==> src/rtl/spi_regs_pkg.sv <==
// Shared definitions for the SPI register front end.
// Register map, frame size and receive FSM states.
package spi_regs_pkg;

    localparam logic [6:0] ADDR_EN_OUT_7_0  = 7'h00;
    localparam logic [6:0] ADDR_EN_OUT_15_8 = 7'h01;
    localparam logic [6:0] ADDR_EN_PWM_7_0  = 7'h02;
    localparam logic [6:0] ADDR_EN_PWM_15_8 = 7'h03;
    localparam logic [6:0] ADDR_PWM_DUTY    = 7'h04;

    localparam int FRAME_BITS = 16;
    localparam int CNT_W      = 5;

    typedef enum logic {
        IDLE,
        RECEIVE
    } state_t;

endpackage

==> src/rtl/sync_edge_detect.sv <==
// Multi-flop synchronizer with history flop and edge pulses.
// Edges are masked until the chain has refilled after reset.
module sync_edge_detect #(
    parameter int   SYNC_STAGES = 2,
    parameter logic RESET_VAL   = 1'b0
) (
    input  logic clk,
    input  logic rst,
    input  logic din,
    output logic level,
    output logic rise,
    output logic fall
);

    logic [SYNC_STAGES-1:0] sync_q;
    logic [SYNC_STAGES:0]   warm_q;
    logic                   hist_q;
    logic                   armed;

    always_ff @(posedge clk) begin
        if (rst) begin
            sync_q <= {SYNC_STAGES{RESET_VAL}};
            hist_q <= RESET_VAL;
            warm_q <= '0;
        end else begin
            sync_q <= {sync_q[SYNC_STAGES-2:0], din};
            hist_q <= sync_q[SYNC_STAGES-1];
            warm_q <= {warm_q[SYNC_STAGES-1:0], 1'b1};
        end
    end

    // A pin level differing from RESET_VAL must not look like an edge.
    assign armed = warm_q[SYNC_STAGES];
    assign level = sync_q[SYNC_STAGES-1];
    assign rise  = armed & level & ~hist_q;
    assign fall  = armed & ~level & hist_q;

endmodule

==> src/rtl/spi_peripheral.sv <==
// Write-only SPI mode 0 slave holding the five PWM control registers.
// Frame: {write, addr[6:0], data[7:0]}, MSB first.
module spi_peripheral
    import spi_regs_pkg::*;
#(
    parameter int SYNC_STAGES = 2,
    parameter int MAX_ADDR    = 4
) (
    input  logic       clk,
    input  logic       rst,
    input  logic       sclk,
    input  logic       copi,
    input  logic       ncs,
    output logic [7:0] en_reg_out_7_0,
    output logic [7:0] en_reg_out_15_8,
    output logic [7:0] en_reg_pwm_7_0,
    output logic [7:0] en_reg_pwm_15_8,
    output logic [7:0] pwm_duty_cycle
);

    localparam logic [6:0]       MAX_A   = 7'(MAX_ADDR);
    localparam logic [CNT_W-1:0] CNT_END = CNT_W'(FRAME_BITS);
    localparam logic [CNT_W-1:0] CNT_SAT = CNT_W'(FRAME_BITS + 1);

    logic sclk_lvl, sclk_rise, sclk_fall;
    logic copi_lvl, copi_rise, copi_fall;
    logic ncs_lvl, ncs_rise, ncs_fall;

    sync_edge_detect #(.SYNC_STAGES(SYNC_STAGES), .RESET_VAL(1'b0)) u_sclk (
        .clk(clk), .rst(rst), .din(sclk),
        .level(sclk_lvl), .rise(sclk_rise), .fall(sclk_fall)
    );

    sync_edge_detect #(.SYNC_STAGES(SYNC_STAGES), .RESET_VAL(1'b0)) u_copi (
        .clk(clk), .rst(rst), .din(copi),
        .level(copi_lvl), .rise(copi_rise), .fall(copi_fall)
    );

    sync_edge_detect #(.SYNC_STAGES(SYNC_STAGES), .RESET_VAL(1'b1)) u_ncs (
        .clk(clk), .rst(rst), .din(ncs),
        .level(ncs_lvl), .rise(ncs_rise), .fall(ncs_fall)
    );

    state_t                state_q;
    logic [FRAME_BITS-1:0] shift_q;
    logic [CNT_W-1:0]      cnt_q;
    logic [6:0]            addr;
    logic                  commit;

    assign addr   = shift_q[14:8];
    assign commit = ncs_rise && (cnt_q == CNT_END)
                    && shift_q[15] && (addr <= MAX_A);

    always_ff @(posedge clk) begin
        if (rst) begin
            state_q         <= IDLE;
            shift_q         <= '0;
            cnt_q           <= '0;
            en_reg_out_7_0  <= 8'h00;
            en_reg_out_15_8 <= 8'h00;
            en_reg_pwm_7_0  <= 8'h00;
            en_reg_pwm_15_8 <= 8'h00;
            pwm_duty_cycle  <= 8'h00;
        end else begin
            unique case (state_q)
                IDLE: begin
                    if (ncs_fall) begin
                        shift_q <= '0;
                        cnt_q   <= '0;
                        state_q <= RECEIVE;
                    end
                end
                RECEIVE: begin
                    if (ncs_rise) begin
                        state_q <= IDLE;
                        if (commit) begin
                            unique case (1'b1)
                                addr == ADDR_EN_OUT_7_0:  en_reg_out_7_0  <= shift_q[7:0];
                                addr == ADDR_EN_OUT_15_8: en_reg_out_15_8 <= shift_q[7:0];
                                addr == ADDR_EN_PWM_7_0:  en_reg_pwm_7_0  <= shift_q[7:0];
                                addr == ADDR_EN_PWM_15_8: en_reg_pwm_15_8 <= shift_q[7:0];
                                addr == ADDR_PWM_DUTY:    pwm_duty_cycle  <= shift_q[7:0];
                                default: ;
                            endcase
                        end
                    end else if (sclk_rise && !ncs_lvl) begin
                        shift_q <= {shift_q[FRAME_BITS-2:0], copi_lvl};
                        if (cnt_q != CNT_SAT) cnt_q <= cnt_q + 1'b1;
                    end
                end
                default: state_q <= IDLE;
            endcase
        end
    end

endmodule

==> config.mk <==
export PLATFORM = sky130hd
export DESIGN_NAME = spi_peripheral
export DESIGN_NICKNAME = d
export VERILOG_FILES = /design/src/rtl/spi_regs_pkg.sv /design/src/rtl/sync_edge_detect.sv /design/src/rtl/spi_peripheral.sv
export SDC_FILE = /design/constraint.sdc
export NUM_CORES = 1
export LEC_CHECK = 0
export ABC_AREA = 0
export ABC_CLOCK_PERIOD_IN_PS = 1750
export BUFFER_PORTS_ARGS = -buffer_cell sky130_fd_sc_hd__buf_2
export CELL_PAD_IN_SITES_DETAIL_PLACEMENT = 1
export CELL_PAD_IN_SITES_GLOBAL_PLACEMENT = 2
export CORE_AREA = 5 5 101 103
export DETAILED_ROUTE_END_ITERATION = 16
export DIE_AREA = 0 0 106 108
export GPL_ROUTABILITY_DRIVEN = 0
export PLACE_DENSITY_LB_ADDON = 0.08
export SLEW_MARGIN = 40
export SYNTH_ARGS = -nofsm -noshare
export SYNTH_HDL_FRONTEND = slang
export SYNTH_SLANG_ARGS = --single-unit
export TNS_END_PERCENT = 20
==> constraint.sdc <==
create_clock -name clk -period 1.75 [get_ports clk]
set_input_delay 0.4375 -clock clk [delete_from_list [all_inputs] [get_ports clk]]
set_output_delay 0.4375 -clock clk [all_outputs]
set_load 0.005 [all_outputs]
==> results of run 1 <==
-- registers in the layout (all words and copies together) (netlist names) --
name / count
cnt_q: 5
en_reg_out_15_8: 8
en_reg_out_7_0: 8
en_reg_pwm_15_8: 8
en_reg_pwm_7_0: 8
pwm_duty_cycle: 8
shift_q: 16
state_q: 1
u_copi.sync_q: 2
u_ncs.hist_q: 1
u_ncs.sync_q: 2
u_ncs.warm_q: 3
u_sclk.hist_q: 1
u_sclk.sync_q: 2
-- final timing paths --
path,startpoint,end,slack (ns),cells past startpoint
setup reg to reg,shift_q[11],en_reg_pwm_15_8[2],-0.04,5
setup / recovery,shift_q[11],en_reg_pwm_15_8[2],-0.04,5
hold / removal,ncs,u_ncs.sync_q[0],0.28,2
hold reg to reg,u_ncs.sync_q[0],u_ncs.sync_q[1],0.42,1
-- power by group through the flow --
stage / combinational, mW / clock (mW) / sequential, mW
finish: 0.0665 / 1.51 / 1.68
global route: 0.0752 / 1.63 / 1.68
CTS: 0.0687 / 1.56 / 1.68
detailed placement: 0.0682 / 0 / 1.71
global placement: 0.0679 / 0 / 1.71
floorplan: 0.0399 / 0 / 1.71
-- per-layer routing --
metal  vias up  share of wire (%)  GRT usage [%]
met5         -                  0              0
met4         0                1.3           5.55
li1       1104                  -              -
met2        41                 45           21.3
met1      1091                 49           17.3
met3         8                4.4           3.04
-- synth_stat cells (2+ instances only) --
library cell | instances | share of area [%]
or2_2 | 3 | 0.68
and2_1 | 2 | 0.45
or3b_2 | 2 | 0.63
nand3b_1 | 2 | 0.54
buf_2 | 2 | 0.36
a21oi_1 | 20 | 3.6
ha_1 | 3 | 1.4
nor2b_1 | 9 | 2.0
o2111ai_1 | 2 | 0.63
buf_1 | 2 | 0.27
clkbuf_1 | 9 | 1.2
nor2_1 | 6 | 0.81
o21a_1 | 2 | 0.54
o21ai_0 | 3 | 0.54
mux2i_1 | 40 | 14
nand2_1 | 66 | 8.9
nor4_1 | 2 | 0.45
nand3_1 | 17 | 3.1
dfxtp_1 | 73 | 53
inv_1 | 5 | 0.68
buf_6 | 3 | 1.2
-- worst max-delay path: cells and delay by family (launching register included) --
| kind | cells | cell delay, ns |
|---|---|---|
| multiplexers | 1 | 0.17 |
| AND/OR/NAND/NOR | 3 | 1.09 |
| flip-flops | 1 | 0.33 |
| buffers and inverters | 1 | 0.13 |
-- cells by family after synthesis --
group / synth area share [%]
AOI/OAI and AO/OA: 6.32
xor gates and xnor gates: 0.316
adders and majority gates: 1.35
buffers and inverters: 4.20
DFF: 52.7
muxes: 14.4
and+or+nand+nor: 20.6
-- stage by stage --
stage	total power, mW	cells	hold slack, ns
after detailed placement	1.78	454	0.401
after global placement	1.78	454	0.397
final	3.25	470	0.276
after CTS	3.31	470	0.260
after floorplan	1.75	289	0.389
after global routing	3.39	470	0.265
-- final cells by class --
cell class | count | area, µm²
Tap cell | 111 | 139
Multi-Input combinational cell | 193 | 1220
Clock buffer | 10 | 138
Timing Repair Buffer | 72 | 454
Inverter | 5 | 18.8
Sequential cell | 73 | 1470
Clock inverter | 6 | 90.1
Fill cell | 1049 | 5590
-- timing repair --
| item | CTS | global route |
|---|---|---|
| gates resized for setup | 3 | 8 |
| gates cloned | 0 | 0 |
| pin swaps | 2 | 2 |
| endpoints found under the setup margin | 32 | 33 |
==> metrics, run 1 <==
cell count after synthesis=289; Hold Crit Class=in -> reg; Worst VDD drop=0.414 mV; DR DRC count=0; maximum fanout along the worst path=4; die height=108 µm; Power Dens Cells=~920 nW/µm²; synthesized area per cell=9.59 µm²; ANT cells=0; Worst Setup Start Kind=register; core area=9110 µm²; Die ar.=11400 µm²; sequential share of power=between 50% and 60%; commonest non-fill, non-tap cell in the layout=dfxtp_1; vias in the first global route=2314; final core area utilization=around 39%; Tmin final=about 1.8 ns; Antenna Nets Post-Route=0; Post-CTS Setup Inserts=0; post-synthesis net count=297; top_reg_cell synth=dfxtp_1; RSZ-0062 raised after global routing=true; placed instance area=about 3300 µm²; sw power=around 710 µW; static leakage=1.59 nW; First DRT Iteration DRCs=42; Crit Path Category=reg -> reg; Yosys reg bits=73; Fmax achieved=559 MHz; final worst setup slack=-0.0379 ns; critical path capture point type=register; critical path's largest stage delay=0.55 ns; DR WL/cell=15.3 µm; Syn Std Cell Area=2770 µm²; starting density of the core=a little under a third; run status=finished with violations; # H-tree levels=3; pins over their slew limit=0; via count=2244; worst slack, placed=-0.0849 ns; largest net degree at the start of global routing=31; post-DP HPWL=just over 5000 µm; gr ovfl total=0; DR pass1 iterations=4; switching power share of the total=21.8%; initial antenna violation count=0; final hold vios=0; failing checks=negative setup slack; Worst-path clk slew=approximately 0.080 ns; CTS sink cnt=between 70 and 80; Finished Cell Area=3520 µm²; Total Routing Usage GR=13.3%; most frequent cells in the layout=dfxtp_1 (70), nand2_1 (66), buf_2 (44); Via density=4.77; # setup viols final=11; max cap viols=0; CTS Buf Count=9; drt total wl=7190 µm; pin slew with the least headroom to its limit=about 0.44 ns; Skew-Pair Late Insertion Delay=0.35 ns; Post-synth EDFFs=0; clock group share of total power=46.4%; area delta synth->final=27.1%; Setup TNS=-0.235 ns; post-synthesis sequential area ratio=52.7%; slowest CP cell=or4_4; num rows=35; IO Port Bufs=44; critical-path cell list=or4_4 -> nor4_4 -> and3_4 -> buf_4 -> mux2i_1; first-pass GRT wire length=12000 µm; CTS tree=yes; post-synth cell types=37; period utilisation layout=102%; WP data required=a little over 2 ns; Root Buffer=clkbuf_8; Worst Skew=0.0124 ns; Yosys warning total=0; die width=106 µm; Slew headroom=70.9%; Arr. time, crit path=2.06 ns; Top Ports=45; Internal Dissipation=2.54 mW; cts hold-fix bufs=0; Combinational Power Share=2.0%; layout cells sized above 1=approximately 28%; asr flop ratio synth=0%; CTS max path bufs=2; Final #Nets=362
Power figures use the tool's default switching activity.
==> run 2: changes to the inputs <==
CORE_AREA = 3 3 95 106   (was 5 5 101 103)
DIE_AREA = 0 0 98 109   (was 0 0 106 108)
PLACE_DENSITY = 0.75   (was unset)
PLACE_DENSITY_LB_ADDON = unset   (was 0.08)
==> metrics, run 2 (synthesis results as in run 1) <==
# H-tree levels=3 (unchanged); critical path's largest stage delay=0.55 ns (about the same); ANT cells=0 (unchanged); RSZ-0062 raised after global routing=true; critical path capture point type=register; via count=2191 (-2.4%); final worst setup slack=-0.0792 ns (-0.0414 ns); core area=8960 µm² (-1.6%); vias in the first global route=2220 (-4.1%); first-pass GRT wire length=11100 µm (-7.1%); CP top delay family=simple AND/OR/NAND/NOR gates; Combinational Power Share=2.0% (about the same); Fill cells=1062 (+1.2%); maximum fanout along the worst path=8 (+4); pin slew with the least headroom to its limit=0.453 ns (+0.0167 ns); final hold vios=0 (unchanged); static leakage=1.57 nW (-1.4%); Internal Dissipation=2.56 mW (+0.68%); Worst-path clk slew=0.08 ns (about the same); num rows=36 (+2.9%); cts hold-fix bufs=0 (unchanged); Top Ports=45 (unchanged); DR DRC count=0 (unchanged); Worst Setup Start Kind=register; final core area utilization=39.0% (+0.29 points); layout cells sized above 1=26.9% (-1.2 points); commonest non-fill, non-tap cell in the layout=dfxtp_1; pins over their slew limit=0 (unchanged); First DRT Iteration DRCs=66 (+57%); Worst Skew=0.0124 ns (-0.0000455 ns); die height=109 µm (+0.93%); Worst Path Buf+Inv=0 (-1); Arr. time, crit path=2.10 ns (+0.04 ns); Worst VDD drop=0.402 mV (-3.1%); worst hold slack=0.281 ns (+0.00486 ns); switching power share of the total=21.9% (+0.15 points); Post-CTS Setup Inserts=0 (unchanged); critical-path cell list=or4_4 -> nor4_4 -> and3_4 -> mux2i_1; run status=finished with violations; Final #Nets=356 (-1.7%); clock group share of total power=46.9% (+0.5 points); Biggest register=shift_q; Antenna Nets Post-Route=0 (unchanged); sw power=720 µW (+1.6%); Via density=4.69 (-1.7%); CTS tree=yes; Slew headroom=69.8% (-1.1 points); Hold Crit Class=in -> reg; post-DP HPWL=4830 µm (-6.3%); WP data required=2.02 ns (about the same); max reg flops=16 (unchanged); # setup viols final=25 (+14); worst slack, placed=-0.105 ns (-0.0197 ns); DR pass1 iterations=4 (unchanged); CTS sink cnt=73 (unchanged); Root Buffer=clkbuf_8; largest net degree at the start of global routing=23 (-26%); Power Dens Cells=939 nW/µm² (+1.7%); initial antenna violation count=0 (unchanged); Crit Path Category=reg -> reg; max cap viols=0 (unchanged); drt total wl=6540 µm (-9.1%); sequential share of power=51.1% (-0.4 points); most frequent cells in the layout=dfxtp_1 (71), nand2_1 (66), buf_2 (44); CTS Buf Count=9 (unchanged); failing checks=negative setup slack; area delta synth->final=26.0%; Total Routing Usage GR=13.1% (-0.20 points); placed cells=452 (-0.44%); die width=98 µm (-7.5%); period utilisation layout=105% (+2.4 points); Fmax achieved=547 MHz (-2.3%); DR WL/cell=14.0 µm (-8.5%); CTS max path bufs=2 (unchanged); Tmin final=1.83 ns (+0.0414 ns); slowest CP cell=or4_4; Setup TNS=-1.14 ns (-0.906 ns); IO Port Bufs=44 (unchanged); gr ovfl total=0 (unchanged); Layout Cells excl Fill=467 (-0.64%); starting density of the core=30.9% (+0.49 points); Skew-Pair Late Insertion Delay=0.34 ns (about the same); Die ar.=10700 µm² (-6.7%)
run 2: per-layer routing:
| metal | vias to the layer above | GRT usage [%] | share of wire (%) |
|---|---|---|---|
| met5 | - | 0 | 0 |
| met4 | 0 | 5.64 | 1.3 |
| met3 | 7 | 3.13 | 3.5 |
| met2 | 35 | 20.3 | 46 |
| met1 | 1054 | 17.4 | 49 |
| li1 | 1095 | - | - |
run 2: power groups by stage:
stage	clock [mW]	sequential [mW]	combinational, mW
5_1_grt	1.67	1.68	0.0751
6_report	1.54	1.67	0.0669
3_3_place_gp	0	1.71	0.0687
3_5_place_dp	0	1.71	0.0685
4_1_cts	1.58	1.68	0.0687
2_1_floorplan	0	1.71	0.0399
run 2: worst register-to-register path, stage by stage (launching register included):
cell	delay, ns
dfxtp_2	0.32
or4_4	0.55
nor4_4	0.35
and3_4	0.33
mux2i_1	0.21
run 2: final cells by class:
cell class	count	area [µm²]	area share, %
Timing Repair Buffer	66	418	12.0
Clock inverter	6	97.6	2.79
Multi-Input combinational cell	193	1210	34.8
Sequential cell	73	1460	41.9
Clock buffer	10	138	3.94
Inverter	5	18.8	0.537
Tap cell	114	143	4.08
run 2: worst paths after layout:
path | startpoint | to | slack, ns | depth (start not counted)
max | shift_q[11] | en_reg_pwm_15_8[1] | -0.08 | 4
min | ncs | u_ncs.sync_q[0] | 0.28 | 2
max reg2reg | shift_q[11] | en_reg_pwm_15_8[1] | -0.08 | 4
min reg2reg | u_ncs.sync_q[0] | u_ncs.sync_q[1] | 0.42 | 1
run 2: repair_timing:
item / 4_1_cts / 5_1_grt
endpoints found under the setup margin: 32 / 52
pin swaps: 0 / 1
gates resized for setup: 5 / 3
run 2: metrics by stage:
step / total power, mW / instance area [µm²]
after CTS: 3.32 / 3490
after floorplan: 1.75 / 2770
final: 3.28 / 3490
after detailed placement: 1.78 / 3250
after global placement: 1.78 / 3250
after global routing: 3.42 / 3490
==> run 3: changes to the inputs <==
ABC_AREA = 1   (was 0)
CORE_AREA = 3 3 106 118   (was 3 3 95 106)
DIE_AREA = 0 0 109 121   (was 0 0 98 109)
PLACE_DENSITY = 0.74   (was 0.75)
==> metrics, run 3 <==
post-synth cell types=25 (-32%); core area=11400 µm² (+28%); Synth area leader=dfxtp_1; Worst VDD drop=0.444 mV (+11%); top-count cell post-synth=nand2_1; max cap viols=0 (unchanged); Root Buffer=clkbuf_16; IO Port Bufs=44 (unchanged); Crit Path Category=reg -> reg; CP top delay family=simple AND/OR/NAND/NOR gates; Final #Nets=502 (+41%); maximum fanout along the worst path=9 (+1); cell count after synthesis=447 (+55%); # setup viols final=0 (-100%); CTS tree=yes; first-pass GRT wire length=13700 µm (+23%); CTS max path bufs=2 (unchanged); Die ar.=13200 µm² (+23%); synthesized area per cell=7.10 µm² (-26%); most used cell, CP=inv_1; DR DRC count=0 (unchanged); critical-path cell list=inv_1 -> ha_1 -> inv_1 -> nor2_4 -> nand3_2 -> nor2_4 -> nand2_4 -> nand2_1 -> inv_1 -> nor2_1; commonest non-fill, non-tap cell in the layout=nand2_1; area delta synth->final=19.6%; top_reg_cell synth=dfxtp_1; post-DP HPWL=5650 µm (+17%); share of the synthesized area in the top cell type=46.1% (-6.7 points); Worst Skew=0.00714 ns (-0.00521 ns); Syn Std Cell Area=3170 µm² (+14%); Via density=4.23 (-9.8%); Tmin final=1.60 ns (-0.232 ns); Skew-Pair Late Insertion Delay=0.33 ns (about the same); run status=finished, final reports clean; pins over their slew limit=0 (unchanged); total power=3.39 mW (+3.4%); WP data required=2.01 ns (about the same); most frequent cells after synthesis=nand2_1 (111), nor2_1 (94), dfxtp_1 (73); synth top area cells=dfxtp_1 (46%), nand2_1 (13%), nor2_1 (11%), inv_1 (7.7%), nand3_1 (4.4%); CTS sink cnt=73 (unchanged); DR WL/cell=12.6 µm (-9.9%); final hold vios=0 (unchanged); Fill cells=1468 (+38%); Total Routing Usage GR=13.3% (+0.22 points); critical path capture point type=register; Worst Setup Start Kind=register; Worst-path clk slew=0.05 ns (-0.03 ns); most frequent cells in the layout=nand2_1 (111), nor2_1 (94), dfxtp_1 (73); Biggest register=shift_q; max reg flops=16 (unchanged); critical path's largest stage delay=0.34 ns (-0.21 ns); Antenna Nets Post-Route=0 (unchanged); RSZ-0062 raised after global routing=true; Hold Crit Class=in -> reg; post-synthesis net count=455 (+53%); Fmax achieved=626 MHz (+15%); Yosys warning total=0 (unchanged); Slew headroom=67.0% (-2.8 points); starting density of the core=27.7% (-3.2 points); via count=2733 (+25%); Arr. time, crit path=1.86 ns (-0.24 ns); post-synthesis sequential area ratio=46.1% (-6.7 points); slowest CP cell=dfxtp_1; vias in the first global route=2777 (+25%); drt total wl=8140 µm (+25%); Yosys reg bits=73 (unchanged); cts hold-fix bufs=0 (unchanged); Setup TNS=0 ns (+1.14 ns); Top Ports=45 (unchanged); gr ovfl total=0 (unchanged); largest net degree at the start of global routing=44 (+91%); CTS Buf Count=9 (unchanged); period utilisation layout=91.3% (-13 points); layout cells sized above 1=18.8% (-8.2 points); die height=121 µm (+11%); First DRT Iteration DRCs=95 (+44%); pin slew with the least headroom to its limit=0.494 ns (+0.0419 ns); initial antenna violation count=0 (unchanged); Post-synth EDFFs=0 (unchanged); ANT cells=0 (unchanged); die width=109 µm (+11%); static leakage=1.86 nW (+18%); num rows=41 (+14%); Power Dens Cells=894 nW/µm² (-4.8%); Worst Path Buf+Inv=3 (+3); # H-tree levels=3 (unchanged); DR pass1 iterations=4 (unchanged); asr flop ratio synth=0% (unchanged)
[run 3: layer usage]
| layer | GRT usage [%] | vias to the layer above | wire [µm] |
|---|---|---|---|
| met5 | 0 | - | 0 |
| met4 | 5.92 | 0 | 137 |
| met3 | 2.24 | 9 | 281 |
| met2 | 22.3 | 35 | 4090 |
| met1 | 16.6 | 1274 | 3630 |
| li1 | - | 1415 | - |
[run 3: worst register-to-register path, cell delays in order (launching register included)]
cell     delay (ns)
dfxtp_1        0.34
inv_1          0.10
ha_1           0.15
inv_1          0.06
nor2_4         0.14
nand3_2        0.15
nor2_4         0.25
nand2_4        0.12
nand2_1        0.09
inv_1          0.04
nor2_1         0.09
[run 3: power breakdown]
part | leakage [nW] | switching, mW | internal (mW)
clock | 0.124 | 0.657 | 0.973
combinational | 1.14 | 0.0578 | 0.0219
sequential | 0.590 | 0.00533 | 1.68
[run 3: kinds of logic (layout without fill, tap and decap cells)]
family | Yosys count | count (layout) | synth area share [%]
adder cells (fa/ha/maj) | 3 | 3 | 1.18
AND/OR/NAND/NOR | 261 | 261 | 36.9
AO/OA/AOI/OAI | 22 | 22 | 3.47
buffers and inverters | 85 | 134 | 11.6
flip-flops | 73 | 73 | 46.1
XOR/XNOR | 3 | 3 | 0.828
[run 3: metrics by stage]
step / instances / utilization, % / setup WS, ns / area (µm²) / hold slack (ns)
final: 646 / 33.2 / 0.153 / 3790 / 0.287
after CTS: 645 / 33.0 / 0.111 / 3770 / 0.285
after floorplan: 447 / - / 0.335 / 3170 / 0.388
after detailed placement: 632 / 30.8 / 0.128 / 3520 / 0.398
after global routing: 646 / 33.2 / -0.0319 / 3790 / 0.293
after global placement: 632 / 30.8 / 0.168 / 3520 / 0.392
[run 3: path summary, 6_finish.rpt]
kind	depth (start not counted)	endpoint	startpoint	slack, ns
min reg2reg	2	u_copi.sync_q[1]	u_copi.sync_q[0]	0.40
max reg2reg	10	en_reg_pwm_15_8[2]	cnt_q[0]	0.15
max	10	en_reg_pwm_15_8[2]	cnt_q[0]	0.15
min	2	u_ncs.sync_q[0]	ncs	0.29
[run 3: what timing repair did]
item                       CTS  global route
gates resized for setup      0             0
buffers inserted             0             1
setup endpoints to repair    0            17
[run 3: area by class of cell]
type / count / area, µm² / share of cell area, %
Sequential cell: 73 / 1460 / 38.5
Multi-Input combinational cell: 289 / 1350 / 35.5
Inverter: 70 / 263 / 6.93
Tap cell: 150 / 188 / 4.95
Clock inverter: 1 / 5.00 / 0.132
Timing Repair Buffer: 51 / 285 / 7.52
Clock buffer: 12 / 246 / 6.50
